`src/rtl/ps2_pkg.sv`:
```
// Shared PS/2 definitions: transmitter state encoding, error codes, default timing, odd parity.
// Used by the host transmitter and the keyboard receiver.
package ps2_pkg;

  typedef enum logic [2:0] {
    ST_IDLE,
    ST_INHIBIT,
    ST_RTS,
    ST_SHIFT,
    ST_WAIT_IDLE,
    ST_DONE,
    ST_ERR
  } ps2_tx_state_t;

  localparam logic [1:0] PS2_ERR_NONE    = 2'b00;
  localparam logic [1:0] PS2_ERR_TIMEOUT = 2'b01;
  localparam logic [1:0] PS2_ERR_NOACK   = 2'b10;

  // 100 us inhibit and 15 ms watchdog at a 50 MHz system clock
  localparam int PS2_INHIBIT_CYCLES = 5000;
  localparam int PS2_TIMEOUT_CYCLES = 750000;

  function automatic logic ps2_odd_par(input logic [7:0] d);
    return ~^d;
  endfunction

endpackage

```
`src/rtl/ps2_host_tx_if.sv`:
```
// Command handshake between the host logic (master) and the PS/2 transmitter (slave).
interface ps2_host_tx_if;
  logic [7:0] tx_data;
  logic       tx_valid;
  logic       tx_ready;
  logic       busy;
  logic       tx_done;
  logic       tx_err;
  logic [1:0] tx_err_code;

  modport master (
    output tx_data, tx_valid,
    input  tx_ready, busy, tx_done, tx_err, tx_err_code
  );

  modport slave (
    input  tx_data, tx_valid,
    output tx_ready, busy, tx_done, tx_err, tx_err_code
  );
endinterface

```
`src/rtl/ps2_line_sync.sv`:
```
// Two-flop synchronizer for the PS/2 clock and data pads plus a one-cycle clock falling-edge pulse.
module ps2_line_sync (
  input  logic clk,
  input  logic reset,
  input  logic i_clk_pad,
  input  logic i_dat_pad,
  output logic o_clk_s,
  output logic o_dat_s,
  output logic o_clk_fe
);
  logic [1:0] r_clk_sync;
  logic [1:0] r_dat_sync;
  logic       r_clk_prev;

  // Idle PS/2 lines are pulled high, so reset to 1 to avoid a false edge
  always_ff @(posedge clk or posedge reset) begin
    if (reset) begin
      r_clk_sync <= 2'b11;
      r_dat_sync <= 2'b11;
      r_clk_prev <= 1'b1;
    end else begin
      r_clk_sync <= {r_clk_sync[0], i_clk_pad};
      r_dat_sync <= {r_dat_sync[0], i_dat_pad};
      r_clk_prev <= r_clk_sync[1];
    end
  end

  assign o_clk_s  = r_clk_sync[1];
  assign o_dat_s  = r_dat_sync[1];
  assign o_clk_fe = r_clk_prev & ~r_clk_sync[1];
endmodule

```
`src/rtl/ps2_host_tx.sv`:
```
// PS/2 host-to-device transmitter: inhibit, request-to-send, device-clocked shift, ack check.
// Optional macro PS2_TX_RETRY_EN: a failed byte is retried once before tx_err is reported.
module ps2_host_tx
  import ps2_pkg::*;
#(
  parameter int INHIBIT_CYCLES = PS2_INHIBIT_CYCLES,
  parameter int TIMEOUT_CYCLES = PS2_TIMEOUT_CYCLES
) (
  input  logic          clk,
  input  logic          reset,
  ps2_host_tx_if.slave  bus,
  input  logic          ps2_clk_i,
  input  logic          ps2_dat_i,
  output logic          ps2_clk_oe,
  output logic          ps2_dat_oe
);
  localparam int CNT_W = $clog2(TIMEOUT_CYCLES);
  localparam logic [CNT_W-1:0] INH_LAST = CNT_W'(INHIBIT_CYCLES - 1);
  localparam logic [CNT_W-1:0] TO_LAST  = CNT_W'(TIMEOUT_CYCLES - 1);

  ps2_tx_state_t    r_state, w_state_nxt;
  logic [CNT_W-1:0] r_cnt, w_cnt_nxt;
  logic [3:0]       r_bit, w_bit_nxt;
  logic [7:0]       r_byte, w_byte_nxt;
  logic [1:0]       r_code, w_code_nxt;
  logic             r_clk_oe, w_clk_oe_nxt;
  logic             r_dat_oe, w_dat_oe_nxt;
  logic             w_fail;
  logic [1:0]       w_fail_code;
  logic             w_clk_s, w_dat_s, w_fe;
`ifdef PS2_TX_RETRY_EN
  logic             r_retried, w_retried_nxt;
`endif

  ps2_line_sync u_sync (
    .clk       (clk),
    .reset     (reset),
    .i_clk_pad (ps2_clk_i),
    .i_dat_pad (ps2_dat_i),
    .o_clk_s   (w_clk_s),
    .o_dat_s   (w_dat_s),
    .o_clk_fe  (w_fe)
  );

  always_comb begin
    w_state_nxt  = r_state;
    w_cnt_nxt    = r_cnt + 1'b1;
    w_bit_nxt    = r_bit;
    w_byte_nxt   = r_byte;
    w_code_nxt   = r_code;
    w_clk_oe_nxt = r_clk_oe;
    w_dat_oe_nxt = r_dat_oe;
    w_fail       = 1'b0;
    w_fail_code  = PS2_ERR_NONE;
`ifdef PS2_TX_RETRY_EN
    w_retried_nxt = r_retried;
`endif
    case (r_state)
      ST_IDLE: begin
        w_cnt_nxt = '0;
        if (bus.tx_valid) begin
          w_state_nxt  = ST_INHIBIT;
          w_byte_nxt   = bus.tx_data;
          w_clk_oe_nxt = 1'b1;
`ifdef PS2_TX_RETRY_EN
          w_retried_nxt = 1'b0;
`endif
        end
      end
      ST_INHIBIT: begin
        if (r_cnt == INH_LAST) begin
          w_state_nxt  = ST_RTS;
          w_dat_oe_nxt = 1'b1;
        end
      end
      ST_RTS: begin
        w_state_nxt  = ST_SHIFT;
        w_clk_oe_nxt = 1'b0;
        w_cnt_nxt    = '0;
        w_bit_nxt    = '0;
      end
      // r_bit counts falling edges already seen; the watchdog restarts on each one
      ST_SHIFT: begin
        if (w_fe) begin
          w_cnt_nxt = '0;
          w_bit_nxt = r_bit + 4'd1;
          if (r_bit < 4'd8)       w_dat_oe_nxt = ~r_byte[r_bit[2:0]];
          else if (r_bit == 4'd8) w_dat_oe_nxt = ~ps2_odd_par(r_byte);
          else if (r_bit == 4'd9) w_dat_oe_nxt = 1'b0;
          else if (w_dat_s) begin
            w_fail      = 1'b1;
            w_fail_code = PS2_ERR_NOACK;
          end else begin
            w_state_nxt = ST_WAIT_IDLE;
          end
        end else if (r_cnt == TO_LAST) begin
          w_fail      = 1'b1;
          w_fail_code = PS2_ERR_TIMEOUT;
        end
      end
      ST_WAIT_IDLE: begin
        if (w_clk_s && w_dat_s) begin
          w_state_nxt = ST_DONE;
        end else if (w_fe) begin
          w_cnt_nxt = '0;
        end else if (r_cnt == TO_LAST) begin
          w_fail      = 1'b1;
          w_fail_code = PS2_ERR_TIMEOUT;
        end
      end
      default: w_state_nxt = ST_IDLE;
    endcase

    if (w_fail) begin
      w_state_nxt  = ST_ERR;
      w_code_nxt   = w_fail_code;
      w_clk_oe_nxt = 1'b0;
      w_dat_oe_nxt = 1'b0;
`ifdef PS2_TX_RETRY_EN
      if (!r_retried) begin
        w_state_nxt   = ST_INHIBIT;
        w_clk_oe_nxt  = 1'b1;
        w_cnt_nxt     = '0;
        w_retried_nxt = 1'b1;
      end
`endif
    end
  end

  always_ff @(posedge clk or posedge reset) begin
    if (reset) begin
      r_state  <= ST_IDLE;
      r_cnt    <= '0;
      r_bit    <= '0;
      r_code   <= PS2_ERR_NONE;
      r_clk_oe <= 1'b0;
      r_dat_oe <= 1'b0;
    end else begin
      r_state  <= w_state_nxt;
      r_cnt    <= w_cnt_nxt;
      r_bit    <= w_bit_nxt;
      r_code   <= w_code_nxt;
      r_clk_oe <= w_clk_oe_nxt;
      r_dat_oe <= w_dat_oe_nxt;
    end
  end

  always_ff @(posedge clk) begin
    r_byte <= w_byte_nxt;
  end

`ifdef PS2_TX_RETRY_EN
  always_ff @(posedge clk or posedge reset) begin
    if (reset) r_retried <= 1'b0;
    else       r_retried <= w_retried_nxt;
  end
`endif

  assign bus.tx_ready    = (r_state == ST_IDLE);
  assign bus.busy        = (r_state != ST_IDLE);
  assign bus.tx_done     = (r_state == ST_DONE);
  assign bus.tx_err      = (r_state == ST_ERR);
  assign bus.tx_err_code = r_code;
  assign ps2_clk_oe      = r_clk_oe;
  assign ps2_dat_oe      = r_dat_oe;
endmodule

```
`src/flat_wrapper.sv`:
```
// flat-port wrapper written by rule: the top's interface ports become plain ports
module ps2_host_tx_flat import ps2_pkg::*;
#(
  parameter int INHIBIT_CYCLES = PS2_INHIBIT_CYCLES,
  parameter int TIMEOUT_CYCLES = PS2_TIMEOUT_CYCLES
)
  (clk, reset, ps2_clk_i, ps2_dat_i, ps2_clk_oe, ps2_dat_oe, bus_tx_data, bus_tx_valid, bus_tx_ready, bus_busy, bus_tx_done, bus_tx_err, bus_tx_err_code);
  ps2_host_tx_if bus_i ();
  input  logic clk;
  input  logic reset;
  input  logic ps2_clk_i;
  input  logic ps2_dat_i;
  output logic ps2_clk_oe;
  output logic ps2_dat_oe;
  input wire logic [$bits(bus_i.tx_data)-1:0] bus_tx_data;
  input wire logic [$bits(bus_i.tx_valid)-1:0] bus_tx_valid;
  output wire logic [$bits(bus_i.tx_ready)-1:0] bus_tx_ready;
  output wire logic [$bits(bus_i.busy)-1:0] bus_busy;
  output wire logic [$bits(bus_i.tx_done)-1:0] bus_tx_done;
  output wire logic [$bits(bus_i.tx_err)-1:0] bus_tx_err;
  output wire logic [$bits(bus_i.tx_err_code)-1:0] bus_tx_err_code;
  assign bus_i.tx_data = bus_tx_data;
  assign bus_i.tx_valid = bus_tx_valid;
  assign bus_tx_ready = bus_i.tx_ready;
  assign bus_busy = bus_i.busy;
  assign bus_tx_done = bus_i.tx_done;
  assign bus_tx_err = bus_i.tx_err;
  assign bus_tx_err_code = bus_i.tx_err_code;
  ps2_host_tx #(.INHIBIT_CYCLES(INHIBIT_CYCLES), .TIMEOUT_CYCLES(TIMEOUT_CYCLES)) u_core (.clk(clk), .reset(reset), .bus(bus_i), .ps2_clk_i(ps2_clk_i), .ps2_dat_i(ps2_dat_i), .ps2_clk_oe(ps2_clk_oe), .ps2_dat_oe(ps2_dat_oe));
endmodule
```
`config.mk`:
```
export PLATFORM = sky130hd
export DESIGN_NAME = ps2_host_tx_flat
export DESIGN_NICKNAME = d
export VERILOG_FILES = /design/src/rtl/ps2_pkg.sv /design/src/rtl/ps2_host_tx_if.sv /design/src/rtl/ps2_line_sync.sv /design/src/rtl/ps2_host_tx.sv /design/src/flat_wrapper.sv
export SDC_FILE = /design/constraint.sdc
export NUM_CORES = 1
export LEC_CHECK = 0
export CORE_MARGIN = 3
export CORE_UTILIZATION = 57
export CTS_CLUSTER_SIZE = 30
export DETAILED_ROUTE_END_ITERATION = 16
export PLACE_DENSITY = 0.76
export SETUP_SLACK_MARGIN = 0.05
export SLEW_MARGIN = 15
export SYNTH_ARGS = -nofsm -noshare
export SYNTH_HDL_FRONTEND = slang
export SYNTH_HIERARCHICAL = 1
export SYNTH_SLANG_ARGS = --single-unit
```
`constraint.sdc`:
```
create_clock -name clk -period 2.6 [get_ports clk]
set_clock_uncertainty 0.2 [all_clocks]
set_input_delay 0.26 -clock clk [delete_from_list [all_inputs] [get_ports clk]]
set_output_delay 0.26 -clock clk [all_outputs]
set_load 0.01 [all_outputs]
```
==> flow_summary.json <==
{
  "worstSetupPathType": "flop to output pin",
  "via_count": 1661,
  "start_util": 0.6006,
  "post_cts_resized": 0,
  "ys_seq_elements": 44,
  "critPathArrivalTime_ns": 1.88,
  "num_rows": 22,
  "synth_top_area_cell": "dfrtp_1",
  "numPortBuffers": 20,
  "grt_start_max_net_pins": 32,
  "numCtsBuffers": 5,
  "ys_types": 48,
  "root_buffer": "clkbuf_8",
  "slew_headroom": 0.6707,
  "clk_pin_slew_ns": 0.08,
  "maxCapViolations": 0,
  "yosys_warnings": 6,
  "tritoncts": "done",
  "worstPathMaxFanout": 17,
  "synth_compound_area_frac": 0.1169,
  "synthSimpleGateAreaFrac": 0.2009,
  "synthesis.area_um2": 2248,
  "endpoint_kind": "output pin",
  "leakage_nw": 1.084,
  "synth_ff_type": "dfrtp_1",
  "synth_xor_area_frac": 0.08180,
  "status": "finished clean",
  "drive_gt1_frac": 0.09402,
  "drt_iter0_drc": 101,
  "avgSynthCellArea_um2": 10.51,
  "crit_chain": "or3_1 > inv_2 > clkdlybuf4s50_1",
  "async_reset_ff_frac": 0.8182,
  "worst-slew-pin-transition_ns": 0.4910,
  "clock_latency_ns": 0.30,
  "drv_slew": 0,
  "synth_area_leaders": "dfrtp_1 35%, edfxtp_1 11%, dfstp_2 5.8%",
  "cp-start-kind": "flop",
  "finalPower_mw": 1.996,
  "synth-edff-count": 8,
  "synth_top_area_frac": 0.3450,
  "grt_overflow_total": 0,
  "cp_data_required_time_ns": 2.14,
  "synth-seq-area-share": 0.5103,
  "dieArea_um2": 4734,
  "viasPerCell": 5.890,
  "synth_top_family_by_area": "simple AND/OR/NAND/NOR gates",
  "fin_setup_tns_ns": 0,
  "die_w_um": 68.81,
  "grt_pass1_wl_mm": 7.300,
  "power_density_nw_per_um2": 775.0,
  "io_pins": 21,
  "post_cts_buffers": 0,
  "die_h_um": 68.81,
  "postRouteAntennaNets": 0,
  "ir_worst_vdd_mv": 0.3085,
  "routed_wl_mm": 4.356,
  "dp_hpwl_mm": 3.098,
  "syn_to_final_growth_pct": 14.52,
  "antenna_found_initial": 0,
  "wl_per_cell_um": 15.45,
  "post-route-min-period_ns": 2.342,
  "cp_slowest_stage_delay_ns": 0.55,
  "cts.path.max_buffers": 2,
  "grt_pass1_vias": 1599,
  "cts.sinks": 44,
  "finalHoldViolations": 0,
  "synth_fa_ha_area_frac": 0.02226,
  "setup_viol": 0,
  "slowest_stage": "dfrtp_1",
  "fmax_ghz": 0.4271,
  "ctsHoldBuffers": 0,
  "layout_worst_path_cycle_share": 0.9006,
  "final_util": 0.6878,
  "first_pass_iters": 4,
  "nNetsFinal": 250,
  "rsz0062_at_grt": "no",
  "diodes": 0,
  "cts_max_level": 2,
  "synth.area.mux_share": 0.02838,
  "synth_nets": 231,
  "drc": 0,
  "gr-usage-all-layers": 0.2115,
  "gp_congestion": 0.8679,
  "synthCells": 214,
  "coreArea_um2": 3744,
  "hold_path.class": "flop to flop"
}
critical path, delay by kind of cell (launching register included):
family	cells	cell delay (ns)
buffers and inverters	2	0.59
flip-flops	1	0.55
AND/OR/NAND/NOR	1	0.45
per-stage QoR:
| stage | std cells | setup slack [ns] | hold WS (ns) | cell area (um^2) |
|---|---|---|---|---|
| after detailed placement | 274 | 0.5456 | 0.1504 | 2475 |
| after CTS | 282 | 0.2432 | 0.1572 | 2575 |
| final | 282 | 0.2585 | 0.1595 | 2575 |
| after global routing | 282 | 0.1485 | 0.1553 | 2575 |
| after floorplan | 214 | 0.6767 | 0.03711 | 2248 |
| after global placement | 274 | 0.5843 | 0.1463 | 2475 |
flip-flops by register name, summed over array words and instances, names as in the netlist:
| signal | flops |
|---|---|
| u_core/u_sync/r_clk_sync | 2 |
| u_core/r_bit | 4 |
| u_core/r_byte | 8 |
| u_core/u_sync/r_dat_sync | 2 |
| u_core/ps2_dat_oe | 1 |
| u_core/ps2_clk_oe | 1 |
| u_core/u_sync/r_clk_prev | 1 |
| u_core/r_state | 3 |
| u_core/r_cnt | 20 |
| u_core/bus.tx_err_code | 2 |
synth_stat cells, types with 6 or more instances:
cell	instances
dfrtp_1	31
nor2_1	24
nand2_1	17
xor2_1	11
xnor2_1	10
a21oi_1	9
clkbuf_1	8
edfxtp_1	8
nand4_1	8
inv_1	7
o21ai_0	7
a21o_1	6
and3_1	6
logic make-up after synthesis:
kind of cell | Yosys count
simple gates | 85
flops | 44
compound gates | 39
xor+xnor | 21
buf+inv | 18
fa+ha+maj | 4
mux | 3
metal layers:
metal | GRT usage | part of all wire | vias to the layer above
met4 | 0.1022 | 0.024 | 0
met2 | 0.3623 | 0.52 | 31
met1 | 0.2558 | 0.43 | 823
li1 | - | - | 795
met5 | 0 | 0 | -
met3 | 0.03890 | 0.031 | 12
layout make-up:
class	count	area, um^2
Tap cell	48	60.06
Fill cell	287	1169
Sequential cell	44	1147
Inverter	9	47.55
Clock buffer	8	100.1
Timing Repair Buffer	21	207.7
Multi-Input combinational cell	152	1012
final timing paths:
path / from / end / slack [ns] / cells past startpoint
max in group asynchronous: reset / u_core/r_cnt[6] / 1.74 / 3
max: u_core/r_state[0] / bus_tx_ready / 0.26 / 3
max reg2reg: u_core/r_cnt[0] / u_core/ps2_dat_oe / 0.53 / 6
min in group asynchronous: reset / u_core/r_state[2] / 0.17 / 3
min: u_core/u_sync/r_clk_sync[0] / u_core/u_sync/r_clk_sync[1] / 0.16 / 0
min reg2reg: u_core/u_sync/r_clk_sync[0] / u_core/u_sync/r_clk_sync[1] / 0.16 / 0
where the power goes:
group	switching, mW	total (mW)	internal [mW]
Combinational	0.311	0.613	0.301
Sequential	0.128	0.919	0.791
Clock	0.222	0.464	0.242
Total	0.661	2.00	1.33
cells in the final DEF (no fill, tap or decap), types with 3 or more instances in the layout:
cell,netlist,routed
o21ai_0,7,7
edfxtp_1,8,8
nor3_1,3,3
a21oi_1,9,9
a31oi_1,3,3
and3_1,6,6
clkdlybuf4s50_1,0,20
ha_1,4,4
inv_1,7,7
nand2_1,17,17
nand4_1,8,8
clkbuf_8,0,7
a21o_1,6,6
nand3_1,4,4
dfrtp_1,31,31
dfstp_2,5,5
nor2_1,24,24
xor2_1,11,11
or3_1,5,5
xnor2_1,10,10
Note: power is estimated with default switching activity, not from simulation.
